==> src/rtl/bpu_update_scheduler.sv <==
// Table-port sequencer for the direction predictor: clear sweep after reset/clear,
// small update FIFO, lookup-vs-update arbitration with starvation guard, and statistics.
module bpu_update_scheduler #(
    parameter int PC_WIDTH     = 64,
    parameter int HASH_WIDTH   = 8,
    parameter int FIFO_DEPTH   = 4,
    parameter int STARVE_LIMIT = 8
) (
    input  logic                  clock,
    input  logic                  reset,
    input  logic                  upd_valid,
    output logic                  upd_ready,
    input  logic [PC_WIDTH-1:0]   upd_pc,
    input  logic                  upd_taken,
    input  logic [1:0]            upd_jumptype,
    input  logic                  upd_mispred,
    input  logic                  lk_req,
    output logic                  lk_gnt,
    input  logic                  clear_req,
    output logic                  init_busy,
    output logic                  tbl_clr,
    output logic [HASH_WIDTH-1:0] tbl_clr_idx,
    output logic                  tbl_upd,
    output logic [PC_WIDTH-1:0]   tbl_upd_pc,
    output logic                  tbl_upd_taken,
    output logic [31:0]           stat_branches,
    output logic [31:0]           stat_mispred
);

    localparam int PTR_W = (FIFO_DEPTH > 1) ? $clog2(FIFO_DEPTH) : 1;
    localparam int CNT_W = $clog2(FIFO_DEPTH + 1);
    localparam int STV_W = $clog2(STARVE_LIMIT + 1);
    localparam logic [CNT_W-1:0] FULL_COUNT = CNT_W'(FIFO_DEPTH);
    localparam logic [STV_W-1:0] STARVE_MAX = STV_W'(STARVE_LIMIT);

    typedef enum logic {
        ST_INIT,
        ST_RUN
    } state_t;

    state_t                state, state_next;
    logic [HASH_WIDTH-1:0] idx, idx_next;
    logic [CNT_W-1:0]      count, count_next;
    logic [PTR_W-1:0]      rd_ptr, wr_ptr;
    logic [STV_W-1:0]      starve, starve_next;
    logic [31:0]           branches, mispreds;
    logic                  run;
    logic                  push;
    logic                  pop;

    logic [PC_WIDTH-1:0]   fifo_pc    [FIFO_DEPTH];
    logic                  fifo_taken [FIFO_DEPTH];

    // NOTE: every signal gets a default first so no path through this block infers a latch.
    always_comb begin
        run           = 1'b0;
        init_busy     = 1'b0;
        tbl_clr       = 1'b0;
        tbl_clr_idx   = '0;
        upd_ready     = 1'b0;
        tbl_upd       = 1'b0;
        lk_gnt        = 1'b0;
        tbl_upd_pc    = '0;
        tbl_upd_taken = 1'b0;
        stat_branches = '0;
        stat_mispred  = '0;
        push          = 1'b0;
        pop           = 1'b0;
        state_next    = state;
        idx_next      = idx;
        count_next    = count;
        starve_next   = '0;

        if (!reset) begin
            run           = (state == ST_RUN);
            init_busy     = (state == ST_INIT);
            tbl_clr       = init_busy;
            tbl_clr_idx   = idx;
            upd_ready     = run && (count < FULL_COUNT) && !clear_req;
            // Head wins when lookups are idle, the queue is full, or it has waited too long.
            tbl_upd       = run && (count != '0) &&
                            (!lk_req || (count == FULL_COUNT) || (starve == STARVE_MAX));
            lk_gnt        = run && lk_req && !tbl_upd;
            tbl_upd_pc    = fifo_pc[rd_ptr];
            tbl_upd_taken = fifo_taken[rd_ptr];
            stat_branches = branches;
            stat_mispred  = mispreds;
            push          = upd_valid && upd_ready && (upd_jumptype != 2'd0);
            pop           = tbl_upd;
        end

        if (clear_req) begin
            state_next = ST_INIT;
            idx_next   = '0;
            count_next = '0;
        end else begin
            if (state == ST_INIT) begin
                idx_next = idx + HASH_WIDTH'(1);
                if (&idx) begin
                    state_next = ST_RUN;
                end
            end
            case ({push, pop})
                2'b10:   count_next = count + CNT_W'(1);
                2'b01:   count_next = count - CNT_W'(1);
                default: count_next = count;
            endcase
            if ((count != '0) && lk_gnt) begin
                starve_next = starve + STV_W'(1);
            end
        end
    end

    // NOTE: sequential state uses non-blocking assignments so all registers update together.
    always_ff @(posedge clock) begin
        if (reset) begin
            state    <= ST_INIT;
            idx      <= '0;
            count    <= '0;
            rd_ptr   <= '0;
            wr_ptr   <= '0;
            starve   <= '0;
            branches <= '0;
            mispreds <= '0;
        end else begin
            state  <= state_next;
            idx    <= idx_next;
            count  <= count_next;
            starve <= starve_next;
            if (clear_req) begin
                rd_ptr <= '0;
                wr_ptr <= '0;
            end else begin
                if (push) begin
                    wr_ptr <= wr_ptr + PTR_W'(1);
                end
                if (pop) begin
                    rd_ptr <= rd_ptr + PTR_W'(1);
                end
            end
            if (push) begin
                if (branches != '1) begin
                    branches <= branches + 32'd1;
                end
                if (upd_mispred && (mispreds != '1)) begin
                    mispreds <= mispreds + 32'd1;
                end
            end
        end
    end

    // NOTE: queue storage has no reset; count and pointers alone decide which entries are live.
    always_ff @(posedge clock) begin
        if (push) begin
            fifo_pc[wr_ptr]    <= upd_pc;
            fifo_taken[wr_ptr] <= upd_taken;
        end
    end

endmodule

==> config.mk <==
export PLATFORM = sky130hd
export DESIGN_NAME = bpu_update_scheduler
export DESIGN_NICKNAME = d
export VERILOG_FILES = /design/src/rtl/bpu_update_scheduler.sv
export SDC_FILE = /design/constraint.sdc
export NUM_CORES = 1
export LEC_CHECK = 0
export ABC_AREA = 1
export CAP_MARGIN = 20
export CORE_ASPECT_RATIO = 0.8
export CORE_UTILIZATION = 55
export DETAILED_ROUTE_END_ITERATION = 10
export PLACE_DENSITY = 0.9
export SYNTH_ARGS = -nofsm -noshare
export SYNTH_HDL_FRONTEND = slang
export SYNTH_SLANG_ARGS = --single-unit
==> constraint.sdc <==
create_clock -name clock -period 6.4 [get_ports clock]
set_clock_uncertainty 0.15 [all_clocks]
set_input_delay 1.28 -clock clock [delete_from_list [all_inputs] [get_ports clock]]
set_output_delay 1.28 -clock clock [all_outputs]
set_load 0.02 [all_outputs]
==> results.toml, run 1 <==
[setup_path]
cp-start-kind = "flip-flop"
slowest_stage = "buf_4"
r2r_start = "state"
regToRegSetupSlack_ns = 3.53
endpoint_kind = "output port"
crit_type = "flip-flop to output port"
path_max_fanout = 82
crit_path_cell_trace = "buf_4 > nor2_1 > nor2_1 > o21ai_0 > a21oi_1 > clkdlybuf4s50_1"
cp.arrival_ns = 3.50
rr_worst_depth = 5
cpMostUsedCell = "nor2_1"
worst-endpoint-required_ns = 4.97
max_stage_delay_ns = 0.79
worstReg2RegEnd = "fifo_pc[1][5]"

[min_path]
hold_end = "starve[0]"
hold_class = "flip-flop to flip-flop"
hold_path_depth = 1
hp-start = "starve[0]"

[placed_design]
place_congestion = 0.928
dp_hpwl_um = 24400
numPortBuffers = 214
placed_area_mm2 = 0.0179

[synthesis]
yosys.area.top_type = "edfxtp_1"
ys_async_sr_fraction_pct = 0
syn-num-nets = 1778
yosysUniqueCellTypes = 32
synth.cell_area_mm2 = 0.0155
yosysWarnings = 0
synthCells = 1694
synth_edf_count = 260
seq_area_frac_synth_pct = 61.4
avgSynthCellArea_um2 = 9.16
synth_area_leaders = "edfxtp_1 50%, nor2_1 11%, dfxtp_1 11%"
ys_seq_elements = 346
synth_top_area_share_pct = 50.3
synth_flop_cell = "edfxtp_1"

[final_layout]
multi_input_area_mm2 = 0.00515
drive_above_1_share_pct = 5.08
area_growth_pct = 22.7
n_fill_cell = 1962
nNetsFinal = 1966
seq_area_mm2 = 0.00953
postLayoutCellArea_mm2 = 0.0190

[power_and_ir_drop]
powerDensity_mw_per_mm2 = 240
internal_power_mw = 3.64
p_seq_share_pct = 52.6
pwr-share-comb_pct = 3.0
clock_power_share_pct = 44.4
finalPower_mw = 4.57
power_switching_mw = 0.936
sw_frac_of_total_pct = 20.5
leakagePower_nw = 6.71
ir_drop_mv = 0.279

[drt]
firstDrtPassIters = 5
drcViolationCount = 0
vias_per_cell = 5.44
drt_iter0_markers = 945
antenna_left = 0
dr_wl_met3_um = 3500
highest_layer = "met5"
wire_per_inst_um = 16.7
vias = 12400
wl_met2_um = 18300
wl_met1_um = 15400
wl_um = 38000

[floorplan]
fp.dieW_um = 190
row_count = 54
num_io_pins = 215
initial_core_util_pct = 56.4
core_mm2 = 0.0275
die_h_um = 152
die_area_mm2 = 0.0289

[grt]
grt_pass1_vias = 11900
overflow = 0
grt_max_degree = 83
track_usage_pct = 26.4
antenna_found_initial = 2
grt_pass1_wl_um = 60700

[clock_tree]
htree_levels = 2
clk_path_buf_depth = 3
clk_latency_ns = 0.51
cts_setup_buffers = 0
cts_resized = 0
clk_pin_slew_ns = 0.06
cts.sinks = 346
cts_tree = "done"
cts_made_buffers = 35
hold_buffers = 0
root_buffer = "clkbuf_16"

[timing]
tightest_slew_ns = 1.04
final.period_utilization_pct = 77.0
setup_viol = 0
final_hold_viol_count = 0
setup_tns_ns = 0
drv_slew = 0
post-route-min-period_ns = 4.93
rsz0062_at_grt = "no"
slew_headroom_pct = 30.7
fmax_ghz = 0.203

[run]
cap_violations = 0

[run_status]
status = "finished, final reports clean"
critical path: cells and delay by family, from the launching register on:
family | cells | cell delay (ns)
buffers and inverters | 2 | 1.47
flip-flops | 1 | 0.71
AO/OA/AOI/OAI | 2 | 0.51
AND/OR/NAND/NOR | 2 | 0.24
cells in the mapped netlist, drive strengths merged (5+ instances only):
master / number
nor2: 477
nand2: 288
edfxtp: 260
o21ai: 159
inv: 132
a21oi: 105
dfxtp: 86
clkbuf: 45
nand3: 40
xor2: 34
buf: 31
nand4: 12
ha: 10
nor3: 5
power groups by stage:
stage,sequential [mW],clock (mW),combinational [mW]
2_1_floorplan,2.46,0,0.0437
3_3_place_gp,2.46,0,0.130
3_5_place_dp,2.46,0,0.135
4_1_cts,2.41,2.04,0.137
5_1_grt,2.41,2.14,0.146
6_report,2.41,2.03,0.138
cell families (layout without fill, tap and decap cells):
family | count (synthesis) | count (layout) | synth area share (%)
AND/OR/NAND/NOR | 829 | 829 | 21.5
flip-flops | 346 | 346 | 61.4
AO/OA/AOI/OAI | 264 | 264 | 8.52
buffers and inverters | 208 | 423 | 5.53
XOR/XNOR | 36 | 36 | 2.03
adder cells (fa/ha/maj) | 11 | 11 | 0.936
other | 0 | 2 | 0
final cells by class:
| type | instances | share of cell area (%) |
|---|---|---|
| sequential | 346 | 50.1 |
| tap | 364 | 2.39 |
| antenna | 2 | 0.0263 |
| clock inverter | 23 | 1.17 |
| clock buffer | 41 | 4.83 |
| timing repair buffer | 227 | 11.8 |
| multi-input combinational | 1140 | 27.1 |
| inverter | 132 | 2.63 |
sequential cells by signal, indices dropped and copies added (netlist names), named ones only:
register,flops
fifo_taken,4
rd_ptr,2
mispreds,32
idx,8
branches,32
state,1
starve,4
count,3
fifo_pc,256
wr_ptr,2
worst max-delay path by stage:
stage	from	endpoint	cells after the start
6_report	flip-flop	tbl_upd_pc[41]	6
5_1_grt	flip-flop	tbl_upd_pc[41]	6
4_1_cts	flip-flop	tbl_upd_pc[41]	6
3_5_place_dp	reset	stat_mispred[14]	4
3_3_place_gp	reset	stat_mispred[16]	4
2_1_floorplan	reset	fifo_pc[0][0]	6
metrics by stage:
step	setup slack [ns]	util [%]	instances	hold WS [ns]
after detailed placement	1.69	65.0	2209	0.303
final	1.47	69.2	2275	0.315
after floorplan	1.10	-	1694	0.280
after global placement	1.73	65.0	2209	0.296
after global routing	1.22	69.2	2273	0.353
after CTS	1.50	69.2	2273	0.316
metal layers:
metal / GRT usage [%] / up-vias
met4: 8.18 / 4
met2: 43.5 / 531
met5: 0 / -
met1: 34.4 / 5844
met3: 6.56 / 68
li1: - / 5923
placed cells by master (no fill, tap or decap), types with 8 or more instances in the layout:
cell type,n
nand3_1,39
clkdlybuf4s50_1,213
clkinv_2,8
clkbuf_16,35
nand4_1,12
ha_1,10
nand2_1,282
xor2_1,34
buf_4,14
edfxtp_1,260
o21ai_0,152
dfxtp_1,84
a21oi_1,105
inv_1,126
nor2_1,463
Note: power is estimated with default switching activity, not from simulation.
==> run 2: changes to the inputs <==
- clock period: 6.4 -> 5.09 ns (I/O delays scaled with it)
==> run 2 against run 1 <==
Compared with the run above: via count rose by 0.47%; cell count did not move; combinational power rose by 27%; highest routed layer unchanged; setup slack got worse by 0.73 ns; critical path depth fell by 1; largest power group unchanged; sequential share of layout area fell by 0.13 points; clock power rose by 24%; routed wire length rose by 0.21%; global-route usage fell by 0.34 points; first-iteration DRC count rose by 17%.
==> results.toml, run 2 (synthesis results as in run 1) <==
[timing]
drv_slew = 0
slew_headroom_pct = 40.3
setup_viol = 0
fmax_ghz = 0.230
tightest_slew_ns = 0.895
final_hold_viol_count = 0
rsz0062_at_grt = "no"
post-route-min-period_ns = 4.35
final.period_utilization_pct = 85.4
worst_hold_slack_ns = 0.322
setup_tns_ns = 0

[setup_path]
rr_worst_depth = 10
cp.arrival_ns = 3.18
regToRegSetupSlack_ns = 2.59
crit_type = "flip-flop to output port"
endpoint_kind = "output port"
cp-start-kind = "flip-flop"
worst-endpoint-required_ns = 3.92
worstReg2RegEnd = "mispreds[31]"
r2r_start = "mispreds[1]"
path_max_fanout = 61

[final_layout]
area_growth_pct = 23.0
n_antenna_cell = 0
drive_above_1_share_pct = 5.08
largest-register = "fifo_pc"
instances_no_fill = 2275
nNetsFinal = 1971
final_common_cell = "nor2_1"
final_cell_mix = "463 x nor2_1, 282 x nand2_1, 260 x edfxtp_1"
postLayoutCellArea_mm2 = 0.0191
largest_register_ffs = 256
top_regs = "fifo_pc x256, branches x32, mispreds x32"

[min_path]
hp-start = "starve[0]"
hold_path_depth = 1
hold_end = "starve[0]"
hold_class = "flip-flop to flip-flop"

[clock_tree]
clk_path_buf_depth = 3
root_buffer = "clkbuf_16"
cts_resized = 0
cts_tree = "done"
cts.sinks = 346
htree_levels = 2
cts_setup_buffers = 0
clk_latency_ns = 0.51
clk_pin_slew_ns = 0.06
cts_made_buffers = 34
hold_buffers = 0

[placed_design]
numPortBuffers = 214
placed_area_mm2 = 0.0180
dp.cells = 2215
dp_hpwl_um = 24700
place_congestion = 0.938

[floorplan]
initial_core_util_pct = 56.4
die_area_mm2 = 0.0289
die_h_um = 152
row_count = 54
num_io_pins = 215
core_mm2 = 0.0275
fp.dieW_um = 190

[power_and_ir_drop]
p_seq_share_pct = 53.0
sw_frac_of_total_pct = 20.1
power_switching_mw = 1.15
internal_power_mw = 4.56
ir_drop_mv = 0.312
powerDensity_mw_per_mm2 = 299
leakagePower_nw = 6.71
clock_power_share_pct = 43.9
pwr-share-comb_pct = 3.1

[run_status]
status = "finished, final reports clean"

[drt]
vias_per_cell = 5.46
wire_per_inst_um = 16.7
drcViolationCount = 0
vias = 12400
firstDrtPassIters = 5
drt_iter0_markers = 1110
antenna_left = 0
wl_um = 38100

[grt]
grt_max_degree = 75
grt_pass1_vias = 12000
track_usage_pct = 26.0
overflow = 0
grt_pass1_wl_um = 59700
antenna_found_initial = 1

[run]
cap_violations = 0
## run 2: critical path, stage by stage (launching register included)
cell             delay (ns)
dfxtp_4                0.44
inv_2                  0.68
buf_4                  0.41
o21ai_0                0.19
a21oi_1                0.25
clkdlybuf4s50_1        0.66
## run 2: per-layer routing
metal  global-route usage [%]  part of all wire [%]
met3                     5.64                   9.5
met1                     33.5                    39
met5                        0                 0.042
met4                     9.95                   2.5
met2                     43.2                    49
## run 2: worst max-delay path by stage
stage / slack, ns / start / endpoint / depth (start not counted)
2_1_floorplan: 0.06 / reset / fifo_pc[0][0] / 6
3_3_place_gp: 1.28 / reset / lk_gnt / 5
3_5_place_dp: 1.28 / reset / stat_mispred[21] / 4
4_1_cts: 0.73 / flip-flop / tbl_upd_pc[61] / 5
5_1_grt: 0.55 / flip-flop / tbl_upd_pc[61] / 5
6_report: 0.74 / flip-flop / tbl_upd_pc[61] / 5
## run 2: cell type report
cell class / instances / area, µm²
Clock buffer: 46 / 937
Clock inverter: 14 / 165
Fill cell: 1897 / 8420
Inverter: 132 / 500
Multi-Input combinational cell: 1140 / 5150
Sequential cell: 346 / 9530
Tap cell: 364 / 455
Timing Repair Buffer: 233 / 2330
## run 2: power by group through the flow
stage	Combinational [mW]	Clock, mW	Sequential (mW)
final	0.175	2.51	3.03
after global routing	0.185	2.62	3.03
after CTS	0.175	2.52	3.03
after detailed placement	0.173	0	3.09
after global placement	0.167	0	3.09
after floorplan	0.0549	0	3.09
## run 2: metrics by stage
stage,worst slack (ns),power (mW),util [%]
after floorplan,0.0560,3.14,-
after global placement,1.28,3.26,65.4
after detailed placement,1.28,3.26,65.4
after CTS,0.731,5.73,69.4
after global routing,0.546,5.83,69.4
final,0.742,5.71,69.4
==> run 3: changes to the inputs <==
- SKIP_CTS_REPAIR_TIMING: not set -> 1
==> results of run 3 <==
Same layout as run 2: the final DEF is identical, and so are final timing and power.
